==> config.mk <==
export PLATFORM = sky130hd
export DESIGN_NAME = gpio_bank_flat
export DESIGN_NICKNAME = d
export VERILOG_FILES = /design/src/rtl/gpio_bank_pkg.sv /design/src/rtl/gpio_bank_if.sv /design/src/rtl/gpio_bank_in_filter.sv /design/src/rtl/gpio_bank.sv /design/src/flat_wrapper.sv
export SDC_FILE = /design/constraint.sdc
export NUM_CORES = 1
export LEC_CHECK = 0
export BUFFER_PORTS_ARGS = -buffer_cell sky130_fd_sc_hd__buf_2
export CAP_MARGIN = 20
export CORE_MARGIN = 2
export CORE_UTILIZATION = 45
export CTS_CLUSTER_DIAMETER = 50
export DETAILED_ROUTE_END_ITERATION = 7
export PLACE_DENSITY = 0.72
export SYNTH_ARGS = -nofsm -noshare
export SYNTH_HDL_FRONTEND = slang
export SYNTH_SLANG_ARGS = --single-unit
export TNS_END_PERCENT = 100
==> constraint.sdc <==
create_clock -name clk -period 6.4 [get_ports clk]
set_input_delay 0.96 -clock clk [delete_from_list [all_inputs] [get_ports clk]]
set_output_delay 0.96 -clock clk [all_outputs]
set_load 0.03 [all_outputs]
==> src/rtl/gpio_bank_pkg.sv <==
// gpio_bank_pkg: register word map, FSEL field geometry and sizing helper
// shared by the GPIO bank RTL. GPIO_DEBOUNCE_EN selects the debounced input path.
package gpio_bank_pkg;

  localparam int FSEL_W             = 4;
  localparam int FSEL_SIO           = 0;
  localparam int PINS_PER_FSEL_WORD = 8;

  // APB word index (paddr[6:2]); FSEL words start at R_FSEL0
  typedef enum logic [4:0] {
    R_OUT       = 5'h00,
    R_OUT_XOR   = 5'h01,
    R_OUT_SET   = 5'h02,
    R_OUT_CLR   = 5'h03,
    R_OE        = 5'h04,
    R_OE_XOR    = 5'h05,
    R_OE_SET    = 5'h06,
    R_OE_CLR    = 5'h07,
    R_IN        = 5'h08,
    R_INTR_RISE = 5'h09,
    R_INTR_FALL = 5'h0A,
    R_INTE_RISE = 5'h0B,
    R_INTE_FALL = 5'h0C,
    R_INTE_HIGH = 5'h0D,
    R_INTE_LOW  = 5'h0E,
    R_INTS      = 5'h0F,
    R_FSEL0     = 5'h10
  } reg_e;

  function automatic int fsel_words(input int n);
    return (n + PINS_PER_FSEL_WORD - 1) / PINS_PER_FSEL_WORD;
  endfunction

endpackage

==> src/rtl/gpio_bank_if.sv <==
// gpio_bank_if: APB slave bundle for the GPIO bank.
interface gpio_bank_if;
  logic        psel;
  logic        penable;
  logic        pwrite;
  logic [15:0] paddr;
  logic [31:0] pwdata;
  logic [31:0] prdata;
  logic        pready;
  logic        pslverr;

  modport slave  (input  psel, penable, pwrite, paddr, pwdata,
                  output prdata, pready, pslverr);
  modport master (output psel, penable, pwrite, paddr, pwdata,
                  input  prdata, pready, pslverr);
endinterface

==> src/rtl/gpio_bank_in_filter.sv <==
// gpio_in_filter: one pin's input path. Two-flop synchroniser, plus a
// stable-count debouncer when GPIO_DEBOUNCE_EN is defined.
module gpio_in_filter #(
  parameter int DB_CYCLES = 16
) (
  input  logic clk,
  input  logic rst,
  input  logic pad,
  output logic q
);
  logic s1, s2;

  // metastability guard for the asynchronous pad
  always_ff @(posedge clk or posedge rst) begin
    if (rst) begin
      s1 <= 1'b0;
      s2 <= 1'b0;
    end else begin
      s1 <= pad;
      s2 <= s1;
    end
  end

`ifdef GPIO_DEBOUNCE_EN
  logic [15:0] cnt;

  // accept a new level only after DB_CYCLES consecutive disagreeing samples
  always_ff @(posedge clk or posedge rst) begin
    if (rst) begin
      cnt <= '0;
      q   <= 1'b0;
    end else if (s2 != q) begin
      if (cnt == 16'(DB_CYCLES - 1)) begin
        q   <= s2;
        cnt <= '0;
      end else begin
        cnt <= cnt + 16'd1;
      end
    end else begin
      cnt <= '0;
    end
  end
`else
  logic unused_db;
  assign unused_db = ^DB_CYCLES;
  assign q = s2;
`endif

endmodule

==> src/rtl/gpio_bank.sv <==
// gpio_bank: APB GPIO bank with alias OUT/OE updates, per-pin function mux,
// synchronised inputs and edge/level interrupts. Optional GPIO_DEBOUNCE_EN.
module gpio_bank
  import gpio_bank_pkg::*;
#(
  parameter int N_GPIO    = 8,
  parameter int N_FUNC    = 3,
  parameter int DB_CYCLES = 16
) (
  input  logic                     clk,
  input  logic                     rst,
  gpio_bank_if.slave               apbs,
  input  logic [N_FUNC*N_GPIO-1:0] alt_out,
  input  logic [N_FUNC*N_GPIO-1:0] alt_oe,
  output logic [N_GPIO-1:0]        in_sync,
  output logic                     irq,
  output logic [N_GPIO-1:0]        padout_gpio,
  output logic [N_GPIO-1:0]        padoe_gpio,
  input  logic [N_GPIO-1:0]        padin_gpio
);
  localparam int NW = fsel_words(N_GPIO);

  logic [N_GPIO-1:0] out_r, oe_r, intr_rise, intr_fall;
  logic [N_GPIO-1:0] inte_rise, inte_fall, inte_high, inte_low;
  logic [N_GPIO-1:0] prev, rise, fall, ints, wdat, w1c_rise, w1c_fall;
  logic [N_GPIO-1:0][FSEL_W-1:0] fsel;
  logic [4:0]  idx;
  logic        mapped, wr;
  logic [31:0] rdata;
  logic        unused_bits;

  assign idx     = apbs.paddr[6:2];
  assign mapped  = (apbs.paddr[15:7] == 9'd0) && (!idx[4] || int'(idx[3:0]) < NW);
  assign wr      = apbs.psel & apbs.penable & apbs.pwrite & mapped;
  assign wdat    = apbs.pwdata[N_GPIO-1:0];
  assign unused_bits = ^{apbs.paddr[1:0], apbs.pwdata};

  assign apbs.pready  = 1'b1;
  assign apbs.pslverr = apbs.psel & apbs.penable & ~mapped;
  assign apbs.prdata  = (apbs.psel && mapped) ? rdata : 32'd0;

  gpio_in_filter #(.DB_CYCLES(DB_CYCLES)) u_filt [N_GPIO-1:0] (
    .clk (clk),
    .rst (rst),
    .pad (padin_gpio),
    .q   (in_sync)
  );

  assign rise     = in_sync & ~prev;
  assign fall     = ~in_sync & prev;
  assign ints     = (intr_rise & inte_rise) | (intr_fall & inte_fall) |
                    (in_sync & inte_high) | (~in_sync & inte_low);
  assign w1c_rise = (wr && idx == R_INTR_RISE) ? wdat : '0;
  assign w1c_fall = (wr && idx == R_INTR_FALL) ? wdat : '0;

  // read mux; aliases return the base register, FSEL packs 8 pins per word
  always_comb begin
    rdata = '0;
    case (idx)
      R_OUT, R_OUT_XOR, R_OUT_SET, R_OUT_CLR: rdata = 32'(out_r);
      R_OE, R_OE_XOR, R_OE_SET, R_OE_CLR:     rdata = 32'(oe_r);
      R_IN:        rdata = 32'(in_sync);
      R_INTR_RISE: rdata = 32'(intr_rise);
      R_INTR_FALL: rdata = 32'(intr_fall);
      R_INTE_RISE: rdata = 32'(inte_rise);
      R_INTE_FALL: rdata = 32'(inte_fall);
      R_INTE_HIGH: rdata = 32'(inte_high);
      R_INTE_LOW:  rdata = 32'(inte_low);
      R_INTS:      rdata = 32'(ints);
      default:
        for (int g = 0; g < N_GPIO; g++)
          if (idx[4] && (g / PINS_PER_FSEL_WORD) == int'(idx[3:0]))
            rdata[(g % PINS_PER_FSEL_WORD)*FSEL_W +: FSEL_W] = fsel[g];
    endcase
  end

  // software-writable registers, updated in the APB access phase
  always_ff @(posedge clk or posedge rst) begin
    if (rst) begin
      out_r     <= '0;
      oe_r      <= '0;
      inte_rise <= '0;
      inte_fall <= '0;
      inte_high <= '0;
      inte_low  <= '0;
      fsel      <= '0;
    end else if (wr) begin
      case (idx)
        R_OUT:       out_r     <= wdat;
        R_OUT_XOR:   out_r     <= out_r ^ wdat;
        R_OUT_SET:   out_r     <= out_r | wdat;
        R_OUT_CLR:   out_r     <= out_r & ~wdat;
        R_OE:        oe_r      <= wdat;
        R_OE_XOR:    oe_r      <= oe_r ^ wdat;
        R_OE_SET:    oe_r      <= oe_r | wdat;
        R_OE_CLR:    oe_r      <= oe_r & ~wdat;
        R_INTE_RISE: inte_rise <= wdat;
        R_INTE_FALL: inte_fall <= wdat;
        R_INTE_HIGH: inte_high <= wdat;
        R_INTE_LOW:  inte_low  <= wdat;
        default:
          for (int g = 0; g < N_GPIO; g++)
            if (idx[4] && (g / PINS_PER_FSEL_WORD) == int'(idx[3:0]))
              fsel[g] <= apbs.pwdata[(g % PINS_PER_FSEL_WORD)*FSEL_W +: FSEL_W];
      endcase
    end
  end

  // sticky edge status; a fresh edge beats a simultaneous W1C
  always_ff @(posedge clk or posedge rst) begin
    if (rst) begin
      prev      <= '0;
      intr_rise <= '0;
      intr_fall <= '0;
      irq       <= 1'b0;
    end else begin
      prev      <= in_sync;
      intr_rise <= (intr_rise & ~w1c_rise) | rise;
      intr_fall <= (intr_fall & ~w1c_fall) | fall;
      irq       <= |ints;
    end
  end

  // per-pin mux; unused selector slots stay 0 so FSEL > N_FUNC parks the pad
  for (genvar g = 0; g < N_GPIO; g++) begin : g_pin
    logic [15:0] fo, fe;

    // gather SIO and alternate-function sources for this pin
    always_comb begin
      fo = '0;
      fe = '0;
      fo[FSEL_SIO] = out_r[g];
      fe[FSEL_SIO] = oe_r[g];
      for (int f = 1; f <= N_FUNC; f++) begin
        fo[f] = alt_out[(f-1)*N_GPIO + g];
        fe[f] = alt_oe[(f-1)*N_GPIO + g];
      end
    end

    assign padout_gpio[g] = fo[fsel[g]];
    assign padoe_gpio[g]  = fe[fsel[g]];
  end

endmodule
==> src/flat_wrapper.sv <==
// flat-port wrapper written by rule: the top's interface ports become plain ports
module gpio_bank_flat import gpio_bank_pkg::*;
#(
  parameter int N_GPIO    = 8,
  parameter int N_FUNC    = 3,
  parameter int DB_CYCLES = 16
)
  (clk, rst, alt_out, alt_oe, in_sync, irq, padout_gpio, padoe_gpio, padin_gpio, apbs_psel, apbs_penable, apbs_pwrite, apbs_paddr, apbs_pwdata, apbs_prdata, apbs_pready, apbs_pslverr);
  gpio_bank_if apbs_i ();
  input  logic clk;
  input  logic rst;
  input  logic [N_FUNC*N_GPIO-1:0] alt_out;
  input  logic [N_FUNC*N_GPIO-1:0] alt_oe;
  output logic [N_GPIO-1:0] in_sync;
  output logic irq;
  output logic [N_GPIO-1:0] padout_gpio;
  output logic [N_GPIO-1:0] padoe_gpio;
  input  logic [N_GPIO-1:0] padin_gpio;
  input wire logic [$bits(apbs_i.psel)-1:0] apbs_psel;
  input wire logic [$bits(apbs_i.penable)-1:0] apbs_penable;
  input wire logic [$bits(apbs_i.pwrite)-1:0] apbs_pwrite;
  input wire logic [$bits(apbs_i.paddr)-1:0] apbs_paddr;
  input wire logic [$bits(apbs_i.pwdata)-1:0] apbs_pwdata;
  output wire logic [$bits(apbs_i.prdata)-1:0] apbs_prdata;
  output wire logic [$bits(apbs_i.pready)-1:0] apbs_pready;
  output wire logic [$bits(apbs_i.pslverr)-1:0] apbs_pslverr;
  assign apbs_i.psel = apbs_psel;
  assign apbs_i.penable = apbs_penable;
  assign apbs_i.pwrite = apbs_pwrite;
  assign apbs_i.paddr = apbs_paddr;
  assign apbs_i.pwdata = apbs_pwdata;
  assign apbs_prdata = apbs_i.prdata;
  assign apbs_pready = apbs_i.pready;
  assign apbs_pslverr = apbs_i.pslverr;
  gpio_bank #(.N_GPIO(N_GPIO), .N_FUNC(N_FUNC), .DB_CYCLES(DB_CYCLES)) u_core (.clk(clk), .rst(rst), .apbs(apbs_i), .alt_out(alt_out), .alt_oe(alt_oe), .in_sync(in_sync), .irq(irq), .padout_gpio(padout_gpio), .padoe_gpio(padoe_gpio), .padin_gpio(padin_gpio));
endmodule
==> results.yml, run 1 <==
yosys:
  syn_inst: 680
  synth_area_per_cell_um2: 10.8
  yosys_most_used_dff: "dfrtp_1"
  synth_top_area_share_pct: 41.4
  async_flop_share_pct: 100
  ys_seq_area_share_pct: 41.4
  synth_area_leaders: "dfrtp_1 (41%), mux2_2 (7.4%), mux4_2 (6.5%)"
  ys_seq_elements: 121
  yosys_warnings: 0
  synth_nets: 821
  netlist_area_mm2: 0.00731
  ys_types: 56
  synth_edf_count: 0
  synth_area_leader_cell: "dfrtp_1"
place:
  gp_congestion: 0.876
  port_buffers: 164
  dp_hpwl_um: 14300
  dpl_cell_area_mm2: 0.00820
power_and_ir_drop:
  leakagePower_nw: 4.20
  p_per_area_mw_per_mm2: 217
  ir_drop_mv: 0.196
sta:
  fin_worst_skew_ps: 7.48
  slew_viol_final: 0
  min_period_over_period_pct: 68.1
  worstMarginPinSlew_ps: 949
  relSlewSlack_pct: 36.7
  fmax_mhz: 229
  rsz0062_at_grt: "no"
  timing.setup.tns_ps: 0
  period_needed_ps: 4360
  finalSetupViolCount: 0
  hold_violations: 0
clock_network:
  clk_latency_ps: 430
  cts_tree: "yes"
  holdBufCountCts: 0
  h-tree-depth: 4
  cts-resized-gates: 0
  root_buffer: "clkbuf_16"
  cts_setup_buffers: 0
  cts_sinks: 121
  clkTransAtPathRegs_ps: 50
  cts_buffers: 17
  cts_buffer_depth: 2
grt:
  grt_max_degree: 76
  antenna_found_initial: 0
  grt_first_pass_wirelength_um: 33000
  grt_util_all_layers_pct: 24.4
  first_global_vias: 6006
  overflow: 0
drt:
  vias: 6203
  wirelength_um: 20900
  drt_iter0_drc: 746
  drt-pass1-iter-count: 5
  wire_per_inst_um: 20.1
  drc: 0
  ant_nets: 0
  vias_per_cell: 5.96
worst_setup_path:
  rrSetupSlack_ps: 4730
  crit_top_cell: "buf_2"
  slowest_delay_ps: 820
  cp_slowest_cell: "nor4_2"
  cp-start-kind: "primary input"
  r2r_start: "u_core.oe_r[4]"
  path_max_fanout: 37
  path_cells: "buf_2, nor4_2, buf_4, and4_1, and2_1, buf_2"
  reg2regPathDepth: 6
  critical_path_class: "in2out"
  crit_arrival_ps: 3400
  critPathRequiredTime_ps: 5440
  worstReg2RegEnd: "u_core.oe_r[4]"
  end_kind: "primary output"
final_layout:
  area_delta_synth_final_pct: 20.5
  final_cell_mix: "buf_2 (166), dfrtp_1 (121), mux2_2 (48), inv_1 (44), ha_1 (32)"
  insertedDiodeCount: 0
  final_common_cell: "buf_2"
  n_fill_cell: 1392
  stdcell_area_mm2: 0.00881
  final_util_pct: 55.5
  final_layout_size_suffix_gt1_share_pct: 36.2
  nets: 952
floorplan:
  coreArea_mm2: 0.0159
  ios: 168
  fp.dieArea_mm2: 0.0173
  die_x_um: 131
  start_util_pct: 46.0
  rows: 46
  die_y_um: 131
hold_path:
  holdCritStartpoint: "u_core.u_filt[4].s1"
  min_path_type: "reg2reg"
  whs_endpoint: "u_core.u_filt[4].q"
  hold_path_depth: 0
status:
  status: "completed"
job:
  drv_cap: 0
cell type report:
type                            instances  area (µm²)  share of cell area, %
Clock inverter                         14         161                   1.83
Timing Repair Buffer                  173         883                   10.0
Multi-Input combinational cell        453        3860                   43.8
Clock buffer                           18         439                   4.98
Tap cell                              216         270                   3.07
Inverter                               45         171                   1.94
Sequential cell                       121        3030                   34.4
sequential cells by signal (all words and copies together) (netlist names):
| name | count |
|---|---|
| u_core.fsel | 32 |
| u_core.inte_fall | 8 |
| u_core.inte_high | 8 |
| u_core.inte_low | 8 |
| u_core.inte_rise | 8 |
| u_core.intr_fall | 8 |
| u_core.intr_rise | 8 |
| u_core.irq | 1 |
| u_core.oe_r | 8 |
| u_core.out_r | 8 |
| u_core.prev | 8 |
| u_core.u_filt.q | 8 |
| u_core.u_filt.s1 | 8 |
power by group:
group / total, mW / internal (mW) / switching (mW) / leakage, nW
logic: 0.154 / 0.0545 / 0.0995 / 2.38
clock network: 0.979 / 0.591 / 0.388 / 0.285
registers: 0.780 / 0.773 / 0.00653 / 1.54
through the flow:
stage               power (mW)  hold WS [ps]  cells  worst slack (ps)
detailed placement       0.946           335   1006              2070
finish                    1.91           345   1040              2040
global route              1.97           355   1040              1830
CTS                       1.92           349   1038              2060
global placement         0.943           332   1006              2110
floorplan                0.886           331    680              2230
kinds of logic after synthesis:
logic type	after synthesis	share of synthesized area (%)
other cells	1	0.0513
flops	121	41.4
simple gates	179	14.1
mux	98	18.8
compound gates	143	14.1
fa+ha+maj	32	5.47
buf+inv	106	6.04
synthesized netlist by cell type, types with 9 or more instances:
library cell	instances
o31ai_1	16
a22o_1	11
mux2i_1	14
and2_1	25
nand3_1	26
inv_1	45
a21oi_1	19
buf_4	10
nor3_1	18
a2111oi_0	10
mux4_2	21
nor3b_1	21
nor2_1	14
a221oi_1	9
ha_1	32
mux2_4	14
o2bb2ai_1	13
dfrtp_1	121
mux2_2	48
o21ai_0	27
clkbuf_1	41
nand2_1	28
how the worst max path moves through the flow:
stage,depth (start not counted),start,slack [ps],to
after floorplan,1,rst,2230,u_core.fsel[0]
after global placement,6,apbs_paddr[3],2110,apbs_prdata[11]
after detailed placement,6,apbs_paddr[3],2070,apbs_prdata[20]
after CTS,6,apbs_paddr[3],2060,apbs_prdata[20]
after global routing,6,apbs_paddr[3],1830,apbs_prdata[9]
final,6,apbs_paddr[3],2040,apbs_prdata[11]
critical path, delay by kind of cell:
| family | cells | cell delay (ps) |
|---|---|---|
| AND/OR/NAND/NOR | 3 | 1630 |
| buffers and inverters | 3 | 790 |
per-layer routing:
layer	vias to the layer above	track usage (%)	part of all wire [%]
met3	39	5.02	6.9
met1	3099	32.8	43
met4	0	9.30	2.2
met2	263	38.9	48
met5	-	0	0
li1	2802	-	-
No activity file was read; power rests on OpenSTA's default activity.
==> run 2, diff against run 1 <==
clock period = 4.4 ns   (was 6.4 ns; I/O delays follow)
==> run 2 against run 1 <==
  * First-iteration DRC count decreased by 27%
  * Worst setup slack got worse by 1100 ps
  * Sequential power up 46%
  * Clock power rose by 33%
  * Die area did not move
  * Power increased by 39%
  * Routed wire length decreased by 0.43%
  * Non-clock buffer count up 8
  * Count of clock-buffer cells in the layout up 4
  * Hold slack worse by 6.3 ps
  * Largest cell class unchanged
  * Highest routed layer unchanged
==> results.yml, run 2 (synthesis gave the netlist of run 1 again) <==
status:
  status: "completed"
grt:
  antenna_found_initial: 0
  grt_max_degree: 62
  overflow: 0
  first_global_vias: 6304
  grt_util_all_layers_pct: 24.3
  grt_first_pass_wirelength_um: 33100
power_and_ir_drop:
  power_frac_comb_pct: 8.6
  p_sw_share_pct: 24.2
  p_clk_share_pct: 48.7
  total_power_mw: 2.66
  p_sw_uw: 643
  p_int_mw: 2.02
  p_per_area_mw_per_mm2: 302
  power_frac_seq_pct: 42.7
  ir_drop_mv: 0.258
  leakagePower_nw: 4.22
floorplan:
  die_y_um: 131
  die_x_um: 131
  ios: 168
  coreArea_mm2: 0.0159
  rows: 46
  start_util_pct: 46.0
  fp.dieArea_mm2: 0.0173
final_layout:
  largest_register_ffs: 32
  area_delta_synth_final_pct: 20.6
  nets: 960
  final_cell_mix: "buf_2 (164), dfrtp_1 (121), mux2_2 (48), inv_1 (44), ha_1 (32)"
  insertedDiodeCount: 0
  final_common_cell: "buf_2"
  final_layout_size_suffix_gt1_share_pct: 36.3
  regMostFlops: "u_core.fsel"
worst_setup_path:
  r2r_start: "u_core.oe_r[3]"
  path_max_fanout: 24
  worstReg2RegEnd: "u_core.oe_r[3]"
  end_kind: "primary output"
  rrSetupSlack_ps: 2770
  crit_arrival_ps: 2770
  timing.critical_path.from: "apbs_paddr[3]"
  critPathRequiredTime_ps: 3740
  critical_path_class: "in2out"
  cp-start-kind: "primary input"
  reg2regPathDepth: 6
clock_network:
  cts_buffers: 17
  cts_sinks: 121
  h-tree-depth: 4
  cts_buffer_depth: 2
  cts_setup_buffers: 0
  holdBufCountCts: 0
  clk_latency_ps: 420
  clkTransAtPathRegs_ps: 50
  root_buffer: "clkbuf_16"
  cts-resized-gates: 0
  cts_tree: "yes"
drt:
  drc: 0
  wirelength_um: 20800
  wire_per_inst_um: 19.9
  drt_iter0_drc: 541
  drt-pass1-iter-count: 6
  vias_per_cell: 5.98
  ant_nets: 0
  vias: 6260
sta:
  fmax_mhz: 292
  relSlewSlack_pct: 39.3
  min_period_over_period_pct: 77.9
  timing.setup.tns_ps: 0
  holdWs_ps: 339
  period_needed_ps: 3430
  fin_worst_skew_ps: 5.98
  rsz0062_at_grt: "no"
  slew_viol_final: 0
  worstMarginPinSlew_ps: 905
  setup_ws_ps: 972
  hold_violations: 0
  finalSetupViolCount: 0
hold_path:
  min_path_type: "in2reg"
  holdCritStartpoint: "padin_gpio[3]"
  hold_path_depth: 1
  whs_endpoint: "u_core.u_filt[3].s1"
place:
  gp_congestion: 0.894
  port_buffers: 164
  dp_slack_ps: 1010
  dp_hpwl_um: 14600
job:
  drv_cap: 0
[run 2: cell types whose count changed in the layout (fill, tap and decap cells not counted), sizes merged]
cell,before,now
inv,51,45
clkinv,3,4
bufinv,2,1
buf,173,181
clkbuf,18,22
[run 2: layout make-up]
class / count / area (µm²)
repair buffers: 181 / 948
clock buffers: 22 / 474
fillers: 1445 / 7060
flip-flops and latches: 121 / 3030
clock inverters: 8 / 72.6
inverters: 45 / 171
multi-input cells: 453 / 3860
well taps: 216 / 270
[run 2: how the worst max path moves through the flow]
stage | endpoint | depth (start not counted) | slack [ps]
after detailed placement | apbs_prdata[4] | 7 | 1010
after global placement | apbs_prdata[4] | 7 | 1050
final | apbs_prdata[9] | 6 | 970
after CTS | apbs_prdata[20] | 6 | 990
after global routing | apbs_prdata[11] | 6 | 800
after floorplan | u_core.fsel[0] | 1 | 530
[run 2: metal layers]
metal  track usage (%)  part of all wire [%]  vias up
li1                  -                     -     2810
met1              31.6                    41     3097
met2              39.9                    48      310
met3              5.29                   7.8       43
met4              9.42                   2.5        0
met5                 0                     0        -
[run 2: per-stage QoR]
| step | instance area [µm²] | util [%] | std cells |
|---|---|---|---|
| 2_1_floorplan | 7310 | - | 680 |
| 3_3_place_gp | 8270 | 52.1 | 1016 |
| 3_5_place_dp | 8270 | 52.1 | 1016 |
| 4_1_cts | 8820 | 55.5 | 1046 |
| 5_1_grt | 8820 | 55.5 | 1046 |
| 6_report | 8820 | 55.5 | 1046 |
[run 2: critical path: stages]
cell and delay [ps]:
buf_2 240, buf_4 270, nor4_2 500, and4_1 680
and2_1 220, buf_2 190
[run 2: power by group through the flow]
| stage | Clock [mW] | Sequential, mW | Combinational [mW] |
|---|---|---|---|
| floorplan | 0 | 1.15 | 0.137 |
| global route | 1.36 | 1.14 | 0.251 |
| finish | 1.30 | 1.14 | 0.229 |
| CTS | 1.32 | 1.14 | 0.228 |
| detailed placement | 0 | 1.15 | 0.226 |
| global placement | 0 | 1.15 | 0.222 |
==> run 3, diff against run 2 <==
ABC_AREA = 1   (was unset)
PLACE_DENSITY = 0.75   (was 0.72)
clock period = 2.96 ns   (was 4.4 ns; I/O delays follow)
==> run 3 against run 2 <==
  * Utilization increased by 0.29 points
  * Critical path depth increased by 6
  * Non-clock buffer count increased by 6
  * Sequential power increased by 47%
  * Register-to-register slack got worse by 1200 ps
==> results.yml, run 3 <==
status:
  status: "completed"
yosys:
  ys_seq_area_share_pct: 39.8
  ys_types: 30
  synth_most_common_cell: "nand2_1"
  synth_area_leader_cell: "dfrtp_1"
  syn_inst: 1019
  synth_top_area_share_pct: 39.8
  yosys_warnings: 0
  synth_edf_count: 0
  netlist_area_mm2: 0.00760
  ys_seq_elements: 121
  synth_common_cells: "nand2_1 (296), inv_1 (125), dfrtp_1 (121)"
  synth_area_leaders: "dfrtp_1 (40%), nand2_1 (15%), inv_1 (6.2%)"
  async_flop_share_pct: 100
  synth_area_per_cell_um2: 7.46
  synth_nets: 1160
  yosys_most_used_dff: "dfrtp_1"
hold_path:
  min_path_type: "in2async"
clock_network:
  cts_tree: "yes"
  cts_buffer_depth: 2
  cts_buffers: 17
  cts_sinks: 121
  clkTransAtPathRegs_ps: 50
  root_buffer: "clkbuf_16"
  clk_latency_ps: 430
  cts_setup_buffers: 0
  h-tree-depth: 4
  holdBufCountCts: 0
  cts-resized-gates: 0
grt:
  met1_usage_pct: 35.2
  first_global_vias: 6976
  grt_first_pass_wirelength_um: 35800
  grt_most_used_layer: "met2"
  overflow: 0
  use_met2_pct: 39.9
  grt_util_all_layers_pct: 25.8
  grt_max_degree: 40
  antenna_found_initial: 1
  gr-usage-met3_pct: 5.93
sta:
  fmax_mhz: 397
  hold_violations: 0
  min_period_over_period_pct: 85.1
  rsz0062_at_grt: "no"
  worstMarginPinSlew_ps: 818
  setup_ws_ps: 442
  finalSetupViolCount: 0
  relSlewSlack_pct: 45.3
  slew_viol_final: 0
  timing.setup.tns_ps: 0
  fin_worst_skew_ps: 10.0
  period_needed_ps: 2520
  holdWs_ps: 117
final_layout:
  final_common_cell: "nand2_1"
  area_delta_synth_final_pct: 21.3
  final_cell_mix: "nand2_1 (296), buf_2 (164), inv_1 (124), dfrtp_1 (121), nor2_1 (117)"
  stdcell_area_mm2: 0.00922
  multi_input_area_mm2: 0.00381
  final_util_pct: 55.8
  nets: 1330
  n_fill_cell: 1564
  seqCellArea_mm2: 0.00303
  regMostFlops: "u_core.fsel"
  final_layout_size_suffix_gt1_share_pct: 23.5
  largest_register_ffs: 32
  finalNonFillerCells: 1422
power_and_ir_drop:
  leakagePower_nw: 4.81
  ir_drop_mv: 0.378
  p_per_area_mw_per_mm2: 439
  total_power_mw: 4.05
floorplan:
  fp.dieArea_mm2: 0.0180
  ios: 168
  die_x_um: 134
  coreArea_mm2: 0.0165
  die_y_um: 134
  rows: 47
  start_util_pct: 46.0
worst_setup_path:
  r2r_start: "u_core.u_filt[0].q"
  cp_slowest_cell: "nor2_1"
  crit_arrival_ps: 2070
  critPathRequiredTime_ps: 2520
  critical_path_class: "in2out"
  path_cells: "buf_2, nor2_1, nand2_1, nor2_1, buf_12, nand2_1, nand2_1, inv_1, nand2_1, nor2_1, nor2_1, buf_2"
  worstReg2RegEnd: "u_core.irq"
  slowest_delay_ps: 240
  cp-start-kind: "primary input"
  path_max_fanout: 12
  reg2regPathDepth: 6
  end_kind: "primary output"
  rrSetupSlack_ps: 1540
drt:
  vias_per_cell: 5.28
  wirelength_um: 22900
  ant_nets: 0
  drt-pass1-iter-count: 6
  wire_per_inst_um: 16.1
  drc: 0
  drt_iter0_drc: 672
  vias: 7509
place:
  gp_congestion: 0.939
  port_buffers: 164
  dp.cells: 1390
  dpl_cell_area_mm2: 0.00865
  dp_slack_ps: 456
  dp_hpwl_um: 16800
job:
  drv_cap: 0
[run 3: logic make-up after synthesis]
group	count (synthesis)	synth area share, %
compound gates	153	12.6
fa+ha+maj	32	5.26
buf+inv	164	10.1
flops	121	39.8
other cells	1	0.0493
simple gates	548	32.2
[run 3: worst max-delay path by stage]
stage,end,cells after the start,slack (ps),startpoint
floorplan,apbs_prdata[10],9,400,apbs_paddr[2]
global placement,apbs_prdata[4],12,480,apbs_paddr[6]
detailed placement,apbs_prdata[4],12,460,apbs_paddr[6]
CTS,apbs_prdata[4],12,450,apbs_paddr[6]
global route,apbs_prdata[4],12,260,apbs_paddr[6]
finish,apbs_prdata[4],12,440,apbs_paddr[6]
[run 3: cell type report]
cell class                      count  area share, %
Sequential cell                   121           32.8
Multi-Input combinational cell    734           41.3
Timing Repair Buffer              187           11.3
Tap cell                          220           2.98
Clock buffer                       22           5.14
Inverter                          128           5.36
Clock inverter                      9           1.06
Antenna cell                        1         0.0271
[run 3: where the power goes]
part | switching, mW | leakage, nW | internal [mW]
clock network | 0.743 | 0.285 | 1.29
registers | 0.0122 | 1.55 | 1.67
logic | 0.221 | 2.97 | 0.114
total | 0.976 | 4.81 | 3.08
[run 3: worst max-delay path: cells and delay by family]
kind | cells | cell delay (ps)
buffers and inverters | 4 | 620
and+or+nand+nor | 8 | 1000
[run 3: metal layers]
metal,wire length (µm),vias up,part of all wire [%]
met5,0,-,0
met4,563,0,2.5
met3,2120,48,9.2
met2,10500,383,46
met1,9680,3460,42
li1,-,3618,-
